`src/rtl/alu_pkg.sv`:
```
// Shared definitions for the ALU command sequencer: opcodes, FSM states and
// the command-legality screen.
package alu_pkg;

  localparam int unsigned ALU_WIDTH = 8;

  localparam logic [2:0] OP_ADD = 3'b000;
  localparam logic [2:0] OP_SUB = 3'b001;
  localparam logic [2:0] OP_MUL = 3'b010;
  localparam logic [2:0] OP_DIV = 3'b011;
  localparam logic [2:0] OP_MOD = 3'b100;

  typedef enum logic [1:0] {
    ST_IDLE,
    ST_DRIVE,
    ST_RESP
  } seq_state_e;

  // Undefined opcodes and a zero divisor for div/mod never reach the ALU.
  function automatic logic cmd_is_illegal(input logic [2:0] op, input logic b_is_zero);
    logic undefined_op;
    logic div_by_zero;
    undefined_op = (op > OP_MOD);
    div_by_zero  = ((op == OP_DIV) || (op == OP_MOD)) && b_is_zero;
    return undefined_op || div_by_zero;
  endfunction

endpackage

```
`src/rtl/alu_settle_timer.sv`:
```
// 4-bit load/decrement counter timing how long ALU inputs are held before the
// result is sampled.
module alu_settle_timer
  import alu_pkg::*;
(
  input  logic       clk_i,
  input  logic       rst_i,
  input  logic       load_i,
  input  logic [3:0] load_val_i,
  input  logic       dec_i,
  output logic [3:0] cnt_o,
  output logic       zero_o
);

  always_ff @(posedge clk_i or posedge rst_i) begin
    if (rst_i) begin
      cnt_o <= '0;
    end else if (load_i) begin
      cnt_o <= load_val_i;
    end else if (dec_i && (cnt_o != '0)) begin
      cnt_o <= cnt_o - 4'd1;
    end
  end

  assign zero_o = (cnt_o == '0);

endmodule

```
`src/rtl/alu_cmd_sequencer.sv`:
```
// Initiator for the combinational ALU: accepts (op, A, B) commands, drives the
// ALU, waits SETTLE_CYCLES and returns the sampled result or an error flag.
module alu_cmd_sequencer
  import alu_pkg::*;
#(
  parameter int unsigned WIDTH         = ALU_WIDTH,
  parameter int unsigned SETTLE_CYCLES = 1
) (
  input  logic             clk_i,
  input  logic             rst_i,
  input  logic             cmd_valid_i,
  output logic             cmd_ready_o,
  input  logic [2:0]       cmd_op_i,
  input  logic [WIDTH-1:0] cmd_a_i,
  input  logic [WIDTH-1:0] cmd_b_i,
  output logic             rsp_valid_o,
  input  logic             rsp_ready_i,
  output logic [WIDTH-1:0] rsp_data_o,
  output logic             rsp_err_o,
  output logic [WIDTH-1:0] alu_data0_o,
  output logic [WIDTH-1:0] alu_data1_o,
  output logic [2:0]       alu_ctrl_o,
  input  logic [WIDTH-1:0] alu_result_i,
  output logic [7:0]       done_cnt_o
);

  localparam logic [3:0] SETTLE_LOAD = 4'(SETTLE_CYCLES - 1);

  seq_state_e state;
  logic       cmd_illegal;
  logic       cmd_accept;
  logic       timer_load;
  logic       timer_dec;
  logic [3:0] timer_cnt;
  logic       timer_zero;

  assign cmd_illegal = cmd_is_illegal(cmd_op_i, cmd_b_i == '0);
  assign cmd_accept  = (state == ST_IDLE) && cmd_valid_i && cmd_ready_o;
  assign timer_load  = cmd_accept && !cmd_illegal;
  assign timer_dec   = (state == ST_DRIVE);

  alu_settle_timer u_settle_timer (
    .clk_i      (clk_i),
    .rst_i      (rst_i),
    .load_i     (timer_load),
    .load_val_i (SETTLE_LOAD),
    .dec_i      (timer_dec),
    .cnt_o      (timer_cnt),
    .zero_o     (timer_zero)
  );

  always_ff @(posedge clk_i or posedge rst_i) begin
    if (rst_i) begin
      state       <= ST_IDLE;
      cmd_ready_o <= 1'b1;
      rsp_valid_o <= 1'b0;
      rsp_data_o  <= '0;
      rsp_err_o   <= 1'b0;
      alu_data0_o <= '0;
      alu_data1_o <= '0;
      alu_ctrl_o  <= '0;
      done_cnt_o  <= '0;
    end else begin
      case (state)
        ST_IDLE: begin
          if (cmd_accept) begin
            cmd_ready_o <= 1'b0;
            if (cmd_illegal) begin
              rsp_data_o  <= '0;
              rsp_err_o   <= 1'b1;
              rsp_valid_o <= 1'b1;
              state       <= ST_RESP;
            end else begin
              alu_data0_o <= cmd_a_i;
              alu_data1_o <= cmd_b_i;
              alu_ctrl_o  <= cmd_op_i;
              state       <= ST_DRIVE;
            end
          end
        end
        ST_DRIVE: begin
          if (timer_zero) begin
            rsp_data_o  <= alu_result_i;
            rsp_err_o   <= 1'b0;
            rsp_valid_o <= 1'b1;
            state       <= ST_RESP;
          end
        end
        ST_RESP: begin
          // Ready is re-raised registered, so no command is taken on the handshake edge.
          if (rsp_ready_i) begin
            rsp_valid_o <= 1'b0;
            done_cnt_o  <= done_cnt_o + 8'd1;
            cmd_ready_o <= 1'b1;
            state       <= ST_IDLE;
          end
        end
        default: begin
          state       <= ST_IDLE;
          cmd_ready_o <= 1'b1;
        end
      endcase
    end
  end

endmodule
```
`config.mk`:
```
export PLATFORM = sky130hd
export DESIGN_NAME = alu_cmd_sequencer
export DESIGN_NICKNAME = d
export VERILOG_FILES = /design/src/rtl/alu_pkg.sv /design/src/rtl/alu_settle_timer.sv /design/src/rtl/alu_cmd_sequencer.sv
export SDC_FILE = /design/constraint.sdc
export NUM_CORES = 1
export LEC_CHECK = 0
export BUFFER_PORTS_ARGS = -buffer_cell sky130_fd_sc_hd__buf_2
export CORE_MARGIN = 2
export CORE_UTILIZATION = 44
export DETAILED_ROUTE_END_ITERATION = 16
export GPL_TIMING_DRIVEN = 0
export PLACE_DENSITY = 0.8
export SLEW_MARGIN = 20
export SYNTH_ARGS = -nofsm -noshare
export SYNTH_HDL_FRONTEND = slang
export SYNTH_SLANG_ARGS = --single-unit
export TNS_END_PERCENT = 5
```
`constraint.sdc`:
```
create_clock -name clk_i -period 1.9 [get_ports clk_i]
set_input_delay 0.095 -clock clk_i [delete_from_list [all_inputs] [get_ports clk_i]]
set_output_delay 0.095 -clock clk_i [all_outputs]
set_load 0.02 [all_outputs]
```
=== Word level (Yosys, flattened, before mapping) ===
Cells that the tools add are included.
Widths: inputs -> output; s select.

* Bits in registers: 44
* Output and inout bits: 38
* Input bits: 31
* Word-level logic and storage cells: 65

* $add $sub $neg: 2
* Order comparisons: 1
* Equality and inequality tests: 8
* Bitwise logic cells: 2
* Reductions and logical operators: 21
* Mux-type cells: 21

{| class="wikitable"
|+ Operators by type and width
! operator !! count
|-
| $mux 8 || 3
|-
| $pmux 8 s2 || 1
|-
| $reduce_and 3->1 || 3
|-
| $add 8x1->8 const B || 1
|-
| $logic_not 8->1 || 1
|-
| $mux 2 || 4
|-
| $mux 4 || 2
|-
| $ne 2x2->1 const B || 4
|-
| $mux 1 || 7
|-
| $pmux 1 s3 || 2
|-
| $pmux 2 s3 || 1
|-
| $logic_and 1x1->1 || 5
|-
| $reduce_and 5->1 || 1
|-
| $logic_not 4->1 || 1
|-
| $reduce_and 4->1 || 1
|-
| $reduce_bool 2->1 || 2
|-
| $reduce_bool 4->1 || 1
|-
| $sub 4x1->4 const B || 1
|-
| $eq 3x2->1 const B || 1
|-
| $eq 3x3->1 const B || 1
|-
| $gt 3x3->1 const B || 1
|-
| $reduce_bool 3->1 || 1
|-
| $eq 2x1->1 const B || 1
|-
| $eq 2x2->1 const B || 1
|-
| 6 further kinds || 8
|}

=== Longest topological paths before layout ===
* Depth after elaboration: 7
* Gate-level depth with buffers: 7

=== By module ===
From an unflattened synthesis, not the netlist that was laid out.

* Cell total of the unflattened synthesis: 156
* Area total of the unflattened synthesis: 1945.6 um^2

{| class="wikitable"
|+ Modules (own cells, without submodules)
! module !! area an instance (um^2) !! cells each !! instances
|-
| alu_cmd_sequencer || 1684.1 || 128 || 1
|-
| alu_settle_timer || 261.5 || 28 || 1
|}

=== Worst setup path after synthesis ===
OpenSTA, ideal clock, no wires.

* Path kind: flip-flop to flip-flop
* From: reg u_settle_timer.cnt_o[0]
* To: reg rsp_data_o[0]
* Clock period less this slack: 1887 ps
* Cell stages (with the launch flop): 8
* Required time: 1779 ps
* Arrival time: 1766 ps
* Setup slack: 13 ps
* Cells stage by stage: dfrtp_1 inv_1 ha_1 nor3b_1 a21oi_1 or4_1 buf_6 a22o_1

* Word-level cells in the longest chain between the ends: 3

{| class="wikitable"
|+ RTL lines
! item !! line !! text
|-
| start, declared || alu_settle_timer.sv:11 || <nowiki>output logic [3:0] cnt_o,</nowiki>
|-
| start signal, assigned || alu_settle_timer.sv:19 || <nowiki>cnt_o <= load_val_i;</nowiki>
|-
| start signal, assigned || alu_settle_timer.sv:21 || <nowiki>cnt_o <= cnt_o - 4'd1;</nowiki>
|-
| $logic_not 4->1 || alu_settle_timer.sv:25 || <nowiki>assign zero_o = (cnt_o == '0);</nowiki>
|-
| $ne 2x2->1 (no source line) || -- ||
|-
| $reduce_and 4->1 (no source line) || -- ||
|-
| end signal, assigned || alu_cmd_sequencer.sv:83 || <nowiki>rsp_data_o <= alu_result_i;</nowiki>
|-
| end, declared || alu_cmd_sequencer.sv:18 || <nowiki>output logic [WIDTH-1:0] rsp_data_o,</nowiki>
|}

Every way passes these cells.
A chain may end at the register's enable or synchronous reset.

=== Worst setup path in the final report ===
* From: reg u_settle_timer.cnt_o[0]
* To: reg rsp_data_o[3]

Same word-level chain as after synthesis.

==> out/qor.csv <==
stage;metric;value;unit
route;via total after detailed routing;1507;
synthesis;Area contributors post-synth;dfrtp_1, mux2_2, a22o_1, xnor2_1, nor4_4;
cells_and_area;share of cells above drive strength 1;48.10;%
grt;GRT overflow;0;
route;final wirelength;4136;um
synthesis;Cells after Synth;157;
place;Port-buffer cells;67;
synthesis;Warnings, synthesis;0;
place;dpl hpwl;2876;um
clock_network;CTS H-tree depth;2;
place;pre-CTS setup slack;-0.2618;ns
critical_path;crit path DAT;2.03;ns
critical_path;Crit Path Max Fanout;10;
cells_and_area;FILL cells;348;
synthesis;Post-synth ARST share;100.0;%
grt;initial antenna violation count;0;
timing;Slew Viols, Final;0;
timing;final period utilization;97.24;%
timing;fin crit period;1.848;ns
grt;vias in the first global route;1562;
synthesis;main combinational cell family by area after synthesis;simple AND/OR/NAND/NOR gates;
clock_network;CTS tree;yes;
synthesis;Synth top cells by count;dfrtp_1, mux2_2, a22o_1, nand2_1, nor2_1;
job;maxcap violations;0;
floorplanning;number of I/O pins;69;
power;standby leakage power;1.359;nW
timing;final hold slack;0.01003;ns
critical_path;WS Path Type;register to register;
critical_path;Worst R2R Path Depth;7;
clock_network;Reg clk slew, reported paths;0.09;ns
critical_path;crit start category;register;
status;status;complete, no violations;
grt;largest net degree at the start of global routing;25;
synthesis;mux share of post-synthesis cell area;9.166;%
critical_path;Reg2Reg Setup Slack;0.05;ns
clock_network;insertion delay to the later sink of the worst-skew pair;0.30;ns
grt;GRT Util Overall;17.52;%
synthesis;ys flop type;dfrtp_1;
critical_path;worst path required time;2.09;ns
synthesis;Avg Synthesized Cell Area;12.52;um^2
route;Iter 0 DRT Violations;47;
synthesis;Netlist cell types;40;
floorplanning;Rows;24;
route;DR WL/cell;14.31;um
synthesis;post-synthesis sequential area ratio;56.08;%
synthesis;most numerous cell in the Yosys netlist;dfrtp_1;
critical_path;FF-to-FF Start;u_settle_timer.cnt_o[0];
cells_and_area;Nets;270;
timing;final worst slack;0.05250;ns
critical_path;Crit. End Element;register;
synthesis;Synth top area share;54.74;%
hold_path;Hold Crit Start;rsp_ready_i;
floorplanning;Initial Util;45.46;%
synthesis;Post-Synth Simple-Gate Area;15.34;%
timing;Final Hold Viols;0;
grt;first-pass GRT wire length;6796;um
critical_path;Worst R2R End;rsp_data_o[3];
clock_network;TritonCTS Buffers;5;
clock_network;Root Driver;clkbuf_8;
route;Avg Vias per Cell;5.215;
timing;max_slew headroom;66.62;%
timing;Max Clk Rate;541.3;MHz
timing;clock skew;0.008994;ns
route;Residual DRC;0;
clock_network;Sink Count;44;
floorplanning;Die W;70.84;um
synthesis;Post-Synth Adder-Cell Area;1.910;%
timing;Setup Total Neg Slack;0;ns
hold_path;worst hold-check path type;primary input to register;
clock_network;Longest Clk Path Bufs;2;
synthesis;Compound-Gate Fraction of Synth Area;10.63;%
synthesis;FF+latch count, synth;44;
synthesis;post-synth top area cell;dfrtp_1;
cells_and_area;Core Util, Final;61.00;%
cells_and_area;Area growth syn-to-layout;34.18;%
hold_path;endpoint of the worst hold path;state[1];
synthesis;Synth Cell Area;0.001966;mm^2
place;gp weighted congestion;0.7790;
cells_and_area;# diodes;0;
floorplanning;DIE HEIGHT;70.84;um
route;ANT nets after route;0;
floorplanning;Die ar.;0.005018;mm^2
floorplanning;core area;0.004324;mm^2
timing;RSZ-0062 raised after global routing;true;
timing;worst slew pin tran;0.5007;ns
synthesis;Net Count, Synth;191;
synthesis;XOR/XNOR Fraction of Synth Area;4.010;%
power;Power Density;1454;mW/mm^2
hold_path;hold path depth;2;
power;peak supply drop;0.8789;mV
timing;Final Setup Violations;0;
synthesis;EDFF count, synth;0;
route;first drt pass iteration count;4;
==> how the worst max path moves through the flow <==
stage	depth (start not counted)	slack, ns	from	end
after floorplan	7	0.01	u_settle_timer.cnt_o[0]	rsp_data_o[0]
after global placement	7	-0.19	u_settle_timer.cnt_o[0]	rsp_data_o[6]
after detailed placement	7	-0.26	u_settle_timer.cnt_o[0]	rsp_data_o[3]
after CTS	7	-0.01	u_settle_timer.cnt_o[0]	rsp_data_o[3]
after global routing	7	-0.04	u_settle_timer.cnt_o[0]	rsp_data_o[2]
final	7	0.05	u_settle_timer.cnt_o[0]	rsp_data_o[3]
==> metal layers <==
| layer | GRT usage, % | wire length [um] | part of all wire (%) | up-vias |
|---|---|---|---|---|
| met1 | 20.23 | 1738 | 42 | 734 |
| li1 | - | - | - | 725 |
| met5 | 0 | 0 | 0 | - |
| met2 | 29.80 | 2110 | 51 | 42 |
| met3 | 5.271 | 202 | 4.9 | 6 |
| met4 | 8.386 | 85 | 2.1 | 0 |
==> layout by cell type (no fill, tap or decap), drive strengths merged, types with 2 or more instances in the layout <==
| master | n |
|---|---|
| buf | 74 |
| dfrtp | 43 |
| nand3 | 6 |
| a221oi | 2 |
| bufinv | 3 |
| nor3 | 8 |
| xor2 | 3 |
| o21ai | 4 |
| clkbuf | 8 |
| nor2 | 9 |
| ha | 3 |
| xnor2 | 6 |
| and2 | 2 |
| mux2 | 16 |
| nor4 | 2 |
| nand2 | 8 |
| a21oi | 7 |
| inv | 5 |
| nand3b | 2 |
| a22o | 8 |
| and3b | 2 |
==> registers in the layout, indices dropped and copies added (netlist names) <==
register              flops
rsp_data_o                8
cmd_ready_o               1
rsp_valid_o               1
state                     2
alu_data1_o               8
done_cnt_o                8
alu_ctrl_o                3
rsp_err_o                 1
alu_data0_o               8
u_settle_timer.cnt_o      4
==> logic make-up after synthesis <==
group,Yosys count
AO/OA/AOI/OAI,26
XOR/XNOR,9
adder cells (fa/ha/maj),3
buffers and inverters,11
flip-flops,44
multiplexers,16
AND/OR/NAND/NOR,48
==> per-stage QoR <==
step / std cells / total power, mW / instance area (um^2)
6_report: 289 / 3.836 / 2638
5_1_grt: 289 / 4.046 / 2638
4_1_cts: 287 / 3.801 / 2608
3_5_place_dp: 277 / 2.768 / 2394
3_3_place_gp: 276 / 2.715 / 2366
2_1_floorplan: 157 / 2.310 / 1966
==> where the power goes <==
group / internal, mW / total, mW / switching (mW)
Combinational: 0.585 / 1.35 / 0.770
Sequential: 1.28 / 1.50 / 0.216
Clock: 0.657 / 0.986 / 0.328
Total: 2.52 / 3.84 / 1.31
==> worst max-delay path, stage by stage, from the launching register on <==
cell and delay, ns:
dfrtp_1 0.42, inv_2 0.10, ha_4 0.14, nor3b_4 0.22, a21oi_1 0.09, or4_1 0.43
buf_6 0.16, a22o_1 0.18
==> final cells by class <==
cell class                      instances  area (um^2)  share of cell area, %
Sequential cell                        44         1102                  41.79
Multi-Input combinational cell        102        854.6                  32.40
Timing Repair Buffer                   73        402.9                  15.28
Clock inverter                          3        90.09                  3.416
Clock buffer                            5        68.82                  2.609
Tap cell                               52        65.06                  2.467
Buffer                                  5        35.03                  1.328
Inverter                                5        18.77                 0.7116
==> timing repair <==
action / CTS / global route
setup endpoints to repair: 28 / 12
pin swaps: 2 / 1
setup buffers: 2 / 2
endpoints found under the hold margin: 19 / 0
hold buffers: 1 / 0
gates cloned: 0 / 0
gates resized for setup: 6 / 6
Power figures use the tool's default switching activity.
